`config.mk`:
```
export PLATFORM = sky130hd
export DESIGN_NAME = timer_arbiter
export DESIGN_NICKNAME = d
export VERILOG_FILES = /design/src/rtl/timer_arbiter.sv
export SDC_FILE = /design/constraint.sdc
export NUM_CORES = 1
export LEC_CHECK = 0
export CAP_MARGIN = 40
export CORE_ASPECT_RATIO = 0.8
export CORE_UTILIZATION = 44
export DETAILED_ROUTE_END_ITERATION = 16
export PLACE_DENSITY = 0.86
export SLEW_MARGIN = 20
export SYNTH_ARGS = -nofsm -noshare
export SYNTH_HDL_FRONTEND = slang
export SYNTH_SLANG_ARGS = --single-unit
```
`constraint.sdc`:
```
create_clock -name MCLK -period 2.6 [get_ports MCLK]
set_input_delay 0.78 -clock MCLK [delete_from_list [all_inputs] [get_ports MCLK]]
set_output_delay 0.78 -clock MCLK [all_outputs]
set_load 0.01 [all_outputs]
```
`src/rtl/timer_arbiter.sv`:
```
// Two-requester round-robin arbiter owning a shared 16-bit seconds timer.
// Sequences start/run/finish/release of the counter for the granted requester.
module timer_arbiter (
    input  logic        MCLK,
    input  logic        nRESET,
    input  logic        REQ0,
    input  logic        REQ1,
    input  logic [15:0] DUR0,
    input  logic [15:0] DUR1,
    output logic        GNT0,
    output logic        GNT1,
    output logic        DONE0,
    output logic        DONE1,
    output logic        ERR,
    output logic        BUSY,
    output logic        TMR_nSTART,
    output logic        TMR_nRESET,
    input  logic [15:0] TMR_TIME,
    input  logic        TMR_OVFL
);

    typedef enum logic [2:0] {
        ST_IDLE,
        ST_START,
        ST_RUN,
        ST_FINISH,
        ST_RELEASE
    } state_t;

    state_t      state_q, state_d;
    logic        owner_q, owner_d;
    logic        last_q, last_d;
    logic [15:0] dur_q, dur_d;

    logic        req_own;
    logic        winner;
    logic        run_live;
    logic        gnt0_d, gnt1_d, done0_d, done1_d, err_d, busy_d, nstart_d, nreset_d;

    assign req_own = owner_q ? REQ1 : REQ0;
    // On a tie the requester not served last wins; otherwise the lone requester.
    assign winner  = (REQ0 && REQ1) ? ~last_q : REQ1;

    // State register; all outputs are registered from their next-cycle values.
    always_ff @(posedge MCLK) begin
        // NOTE: sequential state uses non-blocking assignments so every register
        // samples pre-edge values; reset is synchronous, sampled on this edge only.
        if (!nRESET) begin
            state_q    <= ST_IDLE;
            owner_q    <= 1'b0;
            last_q     <= 1'b1;
            dur_q      <= 16'd0;
            GNT0       <= 1'b0;
            GNT1       <= 1'b0;
            DONE0      <= 1'b0;
            DONE1      <= 1'b0;
            ERR        <= 1'b0;
            BUSY       <= 1'b0;
            TMR_nSTART <= 1'b1;
            TMR_nRESET <= 1'b0;
        end else begin
            state_q    <= state_d;
            owner_q    <= owner_d;
            last_q     <= last_d;
            dur_q      <= dur_d;
            GNT0       <= gnt0_d;
            GNT1       <= gnt1_d;
            DONE0      <= done0_d;
            DONE1      <= done1_d;
            ERR        <= err_d;
            BUSY       <= busy_d;
            TMR_nSTART <= nstart_d;
            TMR_nRESET <= nreset_d;
        end
    end

    // Next-state logic.
    always_comb begin
        // NOTE: every signal gets a default first so no path can infer a latch.
        state_d = state_q;
        owner_d = owner_q;
        last_d  = last_q;
        dur_d   = dur_q;
        unique case (state_q)
            ST_IDLE: begin
                if (REQ0 || REQ1) begin
                    owner_d = winner;
                    dur_d   = winner ? DUR1 : DUR0;
                    state_d = ST_START;
                end
            end
            ST_START:   state_d = ST_RUN;
            ST_RUN: begin
                if (!req_own || TMR_OVFL || (TMR_TIME >= dur_q))
                    state_d = ST_FINISH;
            end
            ST_FINISH: begin
                last_d  = owner_q;
                state_d = ST_RELEASE;
            end
            ST_RELEASE: begin
                if (!req_own)
                    state_d = ST_IDLE;
            end
            default:    state_d = ST_IDLE;
        endcase
    end

    // Output logic: values the outputs take after the coming edge.
    always_comb begin
        run_live = (state_q == ST_RUN) && req_own;
        err_d    = run_live && TMR_OVFL;
        done0_d  = run_live && (TMR_OVFL || (TMR_TIME >= dur_q)) && !owner_q;
        done1_d  = run_live && (TMR_OVFL || (TMR_TIME >= dur_q)) && owner_q;
        gnt0_d   = (state_d != ST_IDLE) && !owner_d;
        gnt1_d   = (state_d != ST_IDLE) && owner_d;
        busy_d   = (state_d != ST_IDLE);
        nstart_d = (state_d != ST_START);
        nreset_d = (state_d == ST_START) || (state_d == ST_RUN);
    end

endmodule

```
# After elaboration in Yosys (flattened, before gate mapping)
# Index checks and enable logic that the tools add are counted.
[classes] add_sub_neg=0 n_mul=0 n_div=0 n_lt_le_gt_ge=1 n_eq_ne=7 n_shift=0 n_mux=9 bitwise_logic=1 reduce_logical=19
[ops] cell="$ge 16x16->1" n=1
[ops] cell="$mux 16" n=1
[ops] cell="$pmux 3 s5" n=1
[ops] cell="$eq 3x2->1 const B" n=3
[ops] cell="$mux 3" n=3
[ops] cell="$logic_and 1x1->1" n=8
[ops] cell="$eq 3x1->1 const B" n=2
[ops] cell="$logic_or 1x1->1" n=5
[ops] cell="$mux 1" n=4
[ops] cell="$eq 3x3->1 const B" n=1
[ops] cell="$logic_not 1->1" n=3
[ops] cell="$logic_not 3->1" n=1
[ops] cell="$ne 3x1->1 const B" n=1
[ops] cell="$reduce_bool 3->1" n=1
[ops] cell="$reduce_and 2->1" n=1
[ops] cell="$not 1->1" n=1
[word_totals] ff_bits=29 latchBits=0 mem_bits_rw=0 rom_bits=0 inputBits=53 output_inout_bits=8 elab_cells=49 memories=0

# Depth between registers and ports, before layout
# Gate-level depths: netlist of run 1.
[logic_depth] ltp_word=8 ltp_mapped=8

# Worst setup path before layout of run 1
# OpenSTA, ideal clock, no wires.
[synth_path] path_kind="in2reg" from="input TMR_TIME[15]" to="register state_q[0]" setup_time_ps=67 arrival_time_ps=2114 slack_ps=419 path_stages=7 path_buffers=0 cell_sequence="ha_1 > and4_4 > o211ai_2 > or4_1 > nand3_2 > nor2_1 > o21ai_2"
[synth_via] elab_chain_cells=4
[synth_rtl] item="start: declaration" line_no="18" source="input logic [15:0] TMR_TIME,"
[synth_rtl] item="$ge 16x16->1" line_no="94" source="if (!req_own || TMR_OVFL || (TMR_TIME >= dur_q))"
[synth_rtl] item="$logic_or 1x1->1" line_no="94"
[synth_rtl] item="$mux 3" line_no="94"
[synth_rtl] item="$pmux 3 s5" line_no="84" source="unique case (state_q)"
[synth_rtl] item="end signal: assignment" line_no="62" source="state_q <= state_d;"
[synth_rtl] item="end: declaration" line_no="30" source="state_t state_q, state_d;"
# No other way between the ends.
# A chain may end at the register's enable or synchronous reset.

# Worst setup path after layout of run 1
[layout_path] from="input TMR_TIME[9]" to="register DONE0"
[layout_via] elab_chain_cells=4
[layout_rtl] item="$ge 16x16->1" line_no="113" source="done0_d = run_live && (TMR_OVFL || (TMR_TIME >= dur_q)) && !owner_q;"
[layout_rtl] item="$logic_or 1x1->1" line_no="113"
[layout_rtl] item="$logic_and 1x1->1 (2 in series)" line_no="113"
[layout_rtl] item="end signal: assignment" line_no="68" source="DONE0 <= done0_d;"
[layout_rtl] item="end: declaration" line_no="12" source="output logic DONE0,"
# No other way between the ends.

==> impl_metrics.toml, run 1 <==
[layout]
utilization_pct = 70.09
area_growth_syn_to_layout_pct = 50.62
multi_input_area_um2 = 928.4
drive_gt1_share_pct = 8.980
top_register = "dur_q"
final_nets = 313
final-seq-area_um2 = 580.6
largestRegisters = "dur_q: 16 flops, state_q: 3 flops"
fill_cells = 286
antenna_cells = 0
largest_reg_flops = 16

[global_route]
grt_start_max_net_pins = 21
grt_pass1_wl_um = 6285
grt-ovfl-total = 0
grt_pass1_vias = 1423
grt_antenna_before_repair = 0
grt_usage_pct = 20.95

[die]
die_h_um = 56.01
die_w_um = 69.51
initial_core_util_pct = 46.53
die_area_mm2 = 0.003893
placementRows = 19
io_pins = 61
core_area_mm2 = 0.003447

[critical_path]
crit_required_ns = 2.82
cp-end-kind = "flip-flop"
cp_data_arrival_time_ns = 2.64
cp_slowest_cell = "or4_1"
crit_path_max_incr_delay_ns = 0.52
path_cells = "clkdlybuf4s50_1 > ha_1 > and4_1 > o211ai_2 > or4_1 > nand3_2 > nand2_1 > nor2_1"
start_kind = "input port"
cp_max_fo = 4
critPathKind = "input port to flip-flop"

[sta]
finalHoldViolCount = 0
fin_ws_ns = 0.1824
timing.final.crit_share_pct = 92.98
slew_viol_final = 0
slew_headroom_pct = 73.71
finClkSkew_ns = 0.006018
min_period_ns = 2.418
setup_violations = 0
max_freq_mhz = 413.6
worst_pin_slew_ns = 0.3843
tns_ns = 0
rsz0062_at_grt = "no"

[power]
p_leak_nw = 1.134
ir_drop_mv = 0.4967
total_power_mw = 2.068
cellPowerDensity_mw_per_mm2 = 856.1

[status]
outcome = "finished, final reports clean"

[yosys]
synth_xor_area_share_pct = 0.5460
synthFlopType = "dfxtp_1"
synth_top_area_share_pct = 36.19
synthArstFlopShare_pct = 0
syn-num-nets = 246
yosys-top-cells-count = "29 x dfxtp_1, 25 x nand2_1, 18 x inv_1, 17 x mux2i_1"
synth_adder_area_share_pct = 12.48
yosys.area_share.simple_pct = 14.98
ys_ff_latch = 29
yosysMostFrequentCell = "dfxtp_1"
synth_cell_types = 34
synth.mux.area_fraction_pct = 10.61
synth-edff-count = 0
synthCells = 177
syn_avg_cell_area_um2 = 9.062
ys_top_cells_by_area = "dfxtp_1 36%, ha_1 12%, mux2i_1 11%"
yosysTopAreaCell = "dfxtp_1"
yosysSeqAreaShare_pct = 36.19
yosysWarnings = 0
synth_compound_area_share_pct = 18.88
synth_top_family_by_area = "compound AO/OA/AOI/OAI gates"
syn-cell-area_mm2 = 0.001604

[cts]
htree_num_levels = 2
hold_buffers = 0
cts_tree = "done"
cts_buffer_depth = 2
root_buffer = "clkbuf_8"
post_cts_buffers = 0
cts_resized = 0
cts_sinks = 29
numCtsBuffers = 5
clock_latency_ns = 0.28
clkTransAtPathRegs_ns = 0.06

[routing]
drtIter0Drc = 48
via_count = 1467
firstDrtPassIters = 4
postRouteAntennaNets = 0
viasPerCell = 5.111
wl_per_cell_um = 12.83
drc = 0
wirelength_um = 3682

[hold_path]
worstHoldPathType = "flip-flop to flip-flop"

[placed_design]
port_buffers = 60
dp_hpwl_um = 2830
place_congestion = 0.7957
pre_cts_ws_ns = -0.1209

[flow_run]
drv_cap = 0
## through the flow
| step | hold WS, ns | instances | instance area, um^2 |
|---|---|---|---|
| 2_1_floorplan | 0.4448 | 177 | 1604 |
| 3_3_place_gp | 0.4810 | 279 | 2282 |
| 3_5_place_dp | 0.4879 | 279 | 2282 |
| 4_1_cts | 0.5031 | 287 | 2416 |
| 5_1_grt | 0.5092 | 287 | 2416 |
| 6_report | 0.5001 | 287 | 2416 |
## final timing paths
path / from / end / slack (ns) / cells after the start
setup reg to reg: dur_q[9]$_SDFFE_PN0P_ / DONE0$_SDFF_PN0_ / 0.71 / 8
hold reg to reg: dur_q[12]$_SDFFE_PN0P_ / dur_q[12]$_SDFFE_PN0P_ / 0.50 / 1
setup / recovery: TMR_TIME[9] / DONE0$_SDFF_PN0_ / 0.18 / 8
hold / removal: dur_q[12]$_SDFFE_PN0P_ / dur_q[12]$_SDFFE_PN0P_ / 0.50 / 1
## report_power, final
part / internal, mW / total, mW / switching [mW]
logic: 0.424 / 0.821 / 0.396
registers: 0.598 / 0.691 / 0.0930
clock network: 0.380 / 0.557 / 0.177
## cell type report
type                            instances  area share (%)
Clock buffer                            5           2.848
Multi-Input combinational cell        123           38.43
Sequential cell                        29           24.03
Timing Repair Buffer                   67           27.03
Clock inverter                          3           2.693
Inverter                               18           2.796
Tap cell                               42           2.175
## cell families after synthesis
kind of cell	Yosys count
AO/OA/AOI/OAI	38
XOR/XNOR	1
adder cells (fa/ha/maj)	16
buffers and inverters	25
flip-flops	29
multiplexers	17
AND/OR/NAND/NOR	51
## critical path: cells and delay by family
family	cells	cell delay, ns
and+or+nand+nor	5	1.06
AOI/OAI and AO/OA	1	0.10
buffers and inverters	1	0.40
adders and majority gates	1	0.29
## cells in the final DEF (no fill, tap or decap), types with 2 or more instances in the layout
| cell | n |
|---|---|
| clkdlybuf4s50_1 | 60 |
| dfxtp_1 | 29 |
| nand2_1 | 25 |
| inv_1 | 18 |
| mux2i_1 | 17 |
| o211a_1 | 16 |
| ha_1 | 16 |
| nor2_1 | 10 |
| a21oi_1 | 7 |
| buf_4 | 7 |
| o21ai_0 | 5 |
| clkbuf_8 | 5 |
| nand3_1 | 2 |
| o21a_1 | 2 |
| nand2b_1 | 2 |
| and2_1 | 2 |
| bufinv_16 | 2 |
## routing by layer
metal	wire length [um]	vias up	share of wire, %	global-route usage [%]
li1	-	750	-	-
met1	1724	657	47	24.94
met2	1618	52	44	34.67
met3	291	8	7.9	7.971
met4	47	0	1.3	6.997
met5	0	-	0	0
Power figures use the tool's default switching activity.
==> inputs of run 2 (changes only) <==
--- a/config.mk
+++ b/config.mk
@@ -9,6 +9,8 @@
 export CORE_ASPECT_RATIO = 0.8
 export CORE_UTILIZATION = 44
 export DETAILED_ROUTE_END_ITERATION = 16
+export GPL_ROUTABILITY_DRIVEN = 0
+export GPL_TIMING_DRIVEN = 0
 export PLACE_DENSITY = 0.86
 export SLEW_MARGIN = 20
 export SYNTH_ARGS = -nofsm -noshare
==> run 2 against run 1 <==
- via count grew 0.41%
- critical path type unchanged
- largest power group unchanged
- count of clock-buffer cells in the layout unchanged
- first-iteration DRC count increased by 75%
==> impl_metrics.toml, run 2 (same netlist as run 1, synthesis figures left out) <==
[sta]
min_period_ns = 2.490
tns_ns = 0
max_freq_mhz = 401.6
slew_headroom_pct = 65.45
worst_pin_slew_ns = 0.5182
slew_viol_final = 0
fin_hold_ws_ns = 0.4992
timing.final.crit_share_pct = 95.77
finalHoldViolCount = 0
finClkSkew_ns = 0.004650
rsz0062_at_grt = "no"
setup_violations = 0

[critical_path]
r2r-start = "dur_q[13]$_SDFFE_PN0P_"
cp-end-kind = "flip-flop"
start_kind = "input port"
crit_required_ns = 2.82
cp_data_arrival_time_ns = 2.71
critPathKind = "input port to flip-flop"
rr_endpoint = "state_q[0]$_SDFF_PN0_"
r2r_cells = 8
cp_max_fo = 4
r2r_slack_ns = 0.69

[cts]
clkTransAtPathRegs_ns = 0.06
root_buffer = "clkbuf_8"
numCtsBuffers = 5
clock_latency_ns = 0.28
cts_sinks = 29
cts_tree = "done"
post_cts_buffers = 0
cts_buffer_depth = 2
htree_num_levels = 2

[die]
initial_core_util_pct = 46.53
core_area_mm2 = 0.003447
die_area_mm2 = 0.003893
io_pins = 61
die_w_um = 69.51
die_h_um = 56.01
placementRows = 19

[placed_design]
place_area_mm2 = 0.002257
dp_hpwl_um = 2981
place_inst = 279
port_buffers = 60

[layout]
drive_gt1_share_pct = 7.347
final_cell_mix = "60 x clkdlybuf4s50_1, 29 x dfxtp_1, 25 x nand2_1, 18 x inv_1, 17 x mux2i_1"
utilization_pct = 69.47
largestRegisters = "dur_q: 16 flops, state_q: 3 flops"
final_nets = 313
area_growth_syn_to_layout_pct = 49.30
final_common_cell = "clkdlybuf4s50_1"
antenna_cells = 0
top_register = "dur_q"
final_cell_area_mm2 = 0.002395
largest_reg_flops = 16
fill_cells = 285
final_cells = 287

[power]
cellPowerDensity_mw_per_mm2 = 863.1
p_int_mw = 1.385
clkPwrFrac_pct = 26.9
seqPwrFrac_pct = 33.5
combPwrFrac_pct = 39.7
ir_drop_mv = 0.4629
p_sw_share_pct = 32.97
power_switching_mw = 0.6814
p_leak_nw = 1.121

[hold_path]
worstHoldPathType = "flip-flop to flip-flop"
worstHoldStart = "dur_q[11]$_SDFFE_PN0P_"
holdPathStages = 1
min_delay_worst_endpoint = "dur_q[11]$_SDFFE_PN0P_"

[flow_run]
drv_cap = 0

[routing]
via_count = 1473
viasPerCell = 5.132
drtIter0Drc = 84
postRouteAntennaNets = 0
wirelength_um = 3776
wl_per_cell_um = 13.16
drc = 0
firstDrtPassIters = 4

[global_route]
grt_pass1_vias = 1459
grt-ovfl-total = 0
grt_usage_pct = 21.71
grt_start_max_net_pins = 11
grt_antenna_before_repair = 0
grt_pass1_wl_um = 6451

[status]
outcome = "finished, final reports clean"
==> run 2: cell types whose count changed in the layout (fill, tap and decap cells not counted) <==
cell,previous run,this run
buf_4,7,1
buf_2,0,3
clkbuf_1,0,3
a2111oi_0,1,0
a2111oi_1,0,1
a21boi_0,0,1
a21boi_2,1,0
and4_1,1,0
and4_4,1,2
nor2_1,10,11
nor2_2,1,0
==> run 2: per-layer routing <==
metal,vias to the layer above,GRT usage [%],wire length (um)
met5,-,0,0
met4,0,7.872,37
met3,5,8.514,331
met2,56,34.81,1674
met1,662,26.38,1733
li1,750,-,-
==> run 2: power groups by stage <==
stage	registers (mW)	logic, mW	clock network (mW)
after floorplan	0.691	0.515	0
after global placement	0.689	0.771	0
after detailed placement	0.696	0.812	0
after CTS	0.688	0.819	0.564
after global routing	0.704	0.931	0.588
final	0.692	0.820	0.555
==> run 2: how the worst max path moves through the flow <==
stage	depth (start not counted)	endpoint	slack [ns]	from
6_report	8	state_q[0]$_SDFF_PN0_	0.11	TMR_TIME[13]
3_5_place_dp	8	state_q[0]$_SDFF_PN0_	-0.18	TMR_TIME[11]
3_3_place_gp	8	state_q[0]$_SDFF_PN0_	-0.17	TMR_TIME[11]
4_1_cts	8	state_q[0]$_SDFF_PN0_	0.10	TMR_TIME[11]
5_1_grt	8	state_q[0]$_SDFF_PN0_	0.03	TMR_TIME[11]
2_1_floorplan	7	state_q[0]$_SDFF_PN0_	0.42	TMR_TIME[15]
==> run 2: worst max-delay path, stage by stage <==
cell and delay, ns:
clkdlybuf4s50_1 0.44, ha_1 0.33, and4_4 0.25, o211ai_2 0.07, or4_1 0.52, nand3_2 0.14
nor2_1 0.07, o21ai_2 0.11
==> run 2: through the flow <==
step / worst slack (ns) / total power, mW
2_1_floorplan: 0.4188 / 1.206
3_3_place_gp: -0.1711 / 1.460
3_5_place_dp: -0.1849 / 1.508
4_1_cts: 0.1025 / 2.071
5_1_grt: 0.02896 / 2.223
6_report: 0.1101 / 2.067
==> run 2: final cells by class <==
class	instances	area (um^2)	area share, %
Tap cell	42	52.55	2.194
Timing Repair Buffer	60	600.6	25.08
Multi-Input combinational cell	123	925.9	38.66
Sequential cell	29	580.6	24.24
Inverter	18	67.56	2.821
Buffer	7	33.78	1.411
Clock buffer	5	68.82	2.874
Clock inverter	3	65.06	2.717
==> run 2: repair_timing <==
item                                    CTS  global route
endpoints found under the setup margin    0             1
resized for setup                         0             2
hold buffers                              0             0
==> inputs of run 3 (changes only) <==
--- a/config.mk
+++ b/config.mk
@@ -5,13 +5,13 @@
 export SDC_FILE = /design/constraint.sdc
 export NUM_CORES = 1
 export LEC_CHECK = 0
-export CAP_MARGIN = 40
+export CAP_MARGIN = 10
 export CORE_ASPECT_RATIO = 0.8
-export CORE_UTILIZATION = 44
+export CORE_UTILIZATION = 39
 export DETAILED_ROUTE_END_ITERATION = 16
 export GPL_ROUTABILITY_DRIVEN = 0
 export GPL_TIMING_DRIVEN = 0
-export PLACE_DENSITY = 0.86
+export PLACE_DENSITY = 0.81
 export SLEW_MARGIN = 20
 export SYNTH_ARGS = -nofsm -noshare
 export SYNTH_HDL_FRONTEND = slang
==> constraint.sdc (replaced) <==
create_clock -name MCLK -period 2.1 [get_ports MCLK]
set_input_delay 0.63 -clock MCLK [delete_from_list [all_inputs] [get_ports MCLK]]
set_output_delay 0.63 -clock MCLK [all_outputs]
set_load 0.01 [all_outputs]
==> run 3 against run 2 <==
- register-to-register slack got worse by 0.33 ns
- critical path depth decreased by 1
- hold slack got worse by 0.0041 ns
- highest routed layer unchanged
==> impl_metrics.toml, run 3 (same netlist as run 1, synthesis figures left out) <==
[layout]
final_cells = 307
area_growth_syn_to_layout_pct = 59.67
fill_cells = 306
largest_reg_flops = 16
final_common_cell = "clkdlybuf4s50_1"
antenna_cells = 0
top_register = "dur_q"
largestRegisters = "dur_q: 16 flops, state_q: 3 flops"
drive_gt1_share_pct = 13.89
final_nets = 320
final_cell_mix = "51 x clkdlybuf4s50_1, 29 x dfxtp_1, 25 x nand2_1, 18 x inv_1, 17 x mux2i_1"
final_cell_area_mm2 = 0.002561

[global_route]
grt_pass1_vias = 1447
grt_start_max_net_pins = 11
grt_usage_pct = 20.03
grt_pass1_wl_um = 6368
grt_antenna_before_repair = 0
grt-ovfl-total = 0

[routing]
wl_per_cell_um = 12.54
drtIter0Drc = 38
viasPerCell = 4.873
top_layer = "met4"
drc = 0
wirelength_um = 3850
via_count = 1496
wl_met3_um = 297
firstDrtPassIters = 4
postRouteAntennaNets = 0
wl_met2_um = 1850
met1_length_um = 1665

[cts]
clock_latency_ns = 0.29
cts_tree = "done"
root_buffer = "clkbuf_8"
cts_buffer_depth = 2
numCtsBuffers = 5
cts_sinks = 29
hold_buffers = 0
htree_num_levels = 2
clkTransAtPathRegs_ns = 0.06

[critical_path]
cp_max_fo = 4
crit_family = "simple AND/OR/NAND/NOR gates"
crit_path_max_incr_delay_ns = 0.54
cp_data_arrival_time_ns = 2.25
cp-end-kind = "flip-flop"
start_kind = "input port"
worst-path-buf-inv = 1
cp_slowest_cell = "or4_4"
critPathKind = "input port to flip-flop"
crit_required_ns = 2.32
path_cells = "clkdlybuf4s50_1 > ha_1 > nand2_1 > or4_4 > nand3_4 > nor2_2 > o21ai_2"

[die]
placementRows = 20
die_area_mm2 = 0.004375
core_area_mm2 = 0.003879
die_h_um = 59.36
initial_core_util_pct = 41.35
die_w_um = 73.70
io_pins = 61

[placed_design]
port_buffers = 60
place_area_mm2 = 0.002273
place_inst = 292
dp_hpwl_um = 2807
pre_cts_ws_ns = -0.4655

[sta]
finalHoldViolCount = 0
slew_viol_final = 0
rsz0062_at_grt = "no"
tns_ns = 0
min_period_ns = 2.025
fin_ws_ns = 0.07523
max_freq_mhz = 493.9
setup_violations = 0
slew_headroom_pct = 66.66
finClkSkew_ns = 0.004649
timing.final.crit_share_pct = 96.42
worst_pin_slew_ns = 0.5000

[status]
outcome = "finished, final reports clean"

[hold_path]
worstHoldPathType = "flip-flop to flip-flop"

[flow_run]
drv_cap = 0

[power]
cellPowerDensity_mw_per_mm2 = 1007
ir_drop_mv = 0.4657
p_leak_nw = 1.221
run 3: cell type report:
type | instances | area, um^2 | area share [%]
tap | 55 | 68.82 | 2.687
inverter | 18 | 67.56 | 2.638
clock inverter | 1 | 30.03 | 1.172
clock buffer | 7 | 86.33 | 3.371
multi-input combinational | 123 | 1022 | 39.91
timing repair buffer | 67 | 664.4 | 25.94
sequential | 29 | 580.6 | 22.67
buffer | 7 | 41.29 | 1.612
run 3: routing by layer:
layer,track usage (%),up-vias
met5,0,-
met1,24.11,674
met4,6.868,0
li1,-,764
met2,33.03,52
met3,7.483,6
run 3: what timing repair did:
action,4_1_cts,5_1_grt
endpoints found under the setup margin,9,14
hold endpoints to repair,0,0
resized for setup,12,17
setup buffers,1,6
pin swaps,11,9
gates cloned,0,0
run 3: final timing paths:
path | from | to | slack (ns) | cells past startpoint
max | TMR_TIME[7] | state_q[0]$_SDFF_PN0_ | 0.08 | 7
max reg2reg | dur_q[11]$_SDFFE_PN0P_ | state_q[0]$_SDFF_PN0_ | 0.36 | 8
min | dur_q[9]$_SDFFE_PN0P_ | dur_q[9]$_SDFFE_PN0P_ | 0.50 | 1
min reg2reg | dur_q[9]$_SDFFE_PN0P_ | dur_q[9]$_SDFFE_PN0P_ | 0.50 | 1
run 3: worst reg2reg max path, cell delays in order, from the launching register on:
cell and delay (ns):
dfxtp_1 0.33, inv_1 0.07, ha_4 0.27, and4_4 0.23
o211ai_2 0.08, or4_4 0.43, nand3_4 0.09, nor2_2 0.04
o21ai_2 0.12
run 3: power breakdown:
part           internal (mW)  switching (mW)
Combinational          0.574           0.560
Clock                  0.386           0.210
Sequential             0.740           0.109
run 3: stage by stage:
| stage | utilization (%) | hold slack [ns] | power (mW) |
|---|---|---|---|
| finish | 66.03 | 0.4951 | 2.579 |
| global route | 66.03 | 0.5133 | 2.773 |
| CTS | 63.23 | 0.5004 | 2.531 |
| detailed placement | 58.61 | 0.4860 | 1.859 |
| global placement | 58.61 | 0.4811 | 1.812 |
| floorplan | - | 0.4448 | 1.493 |
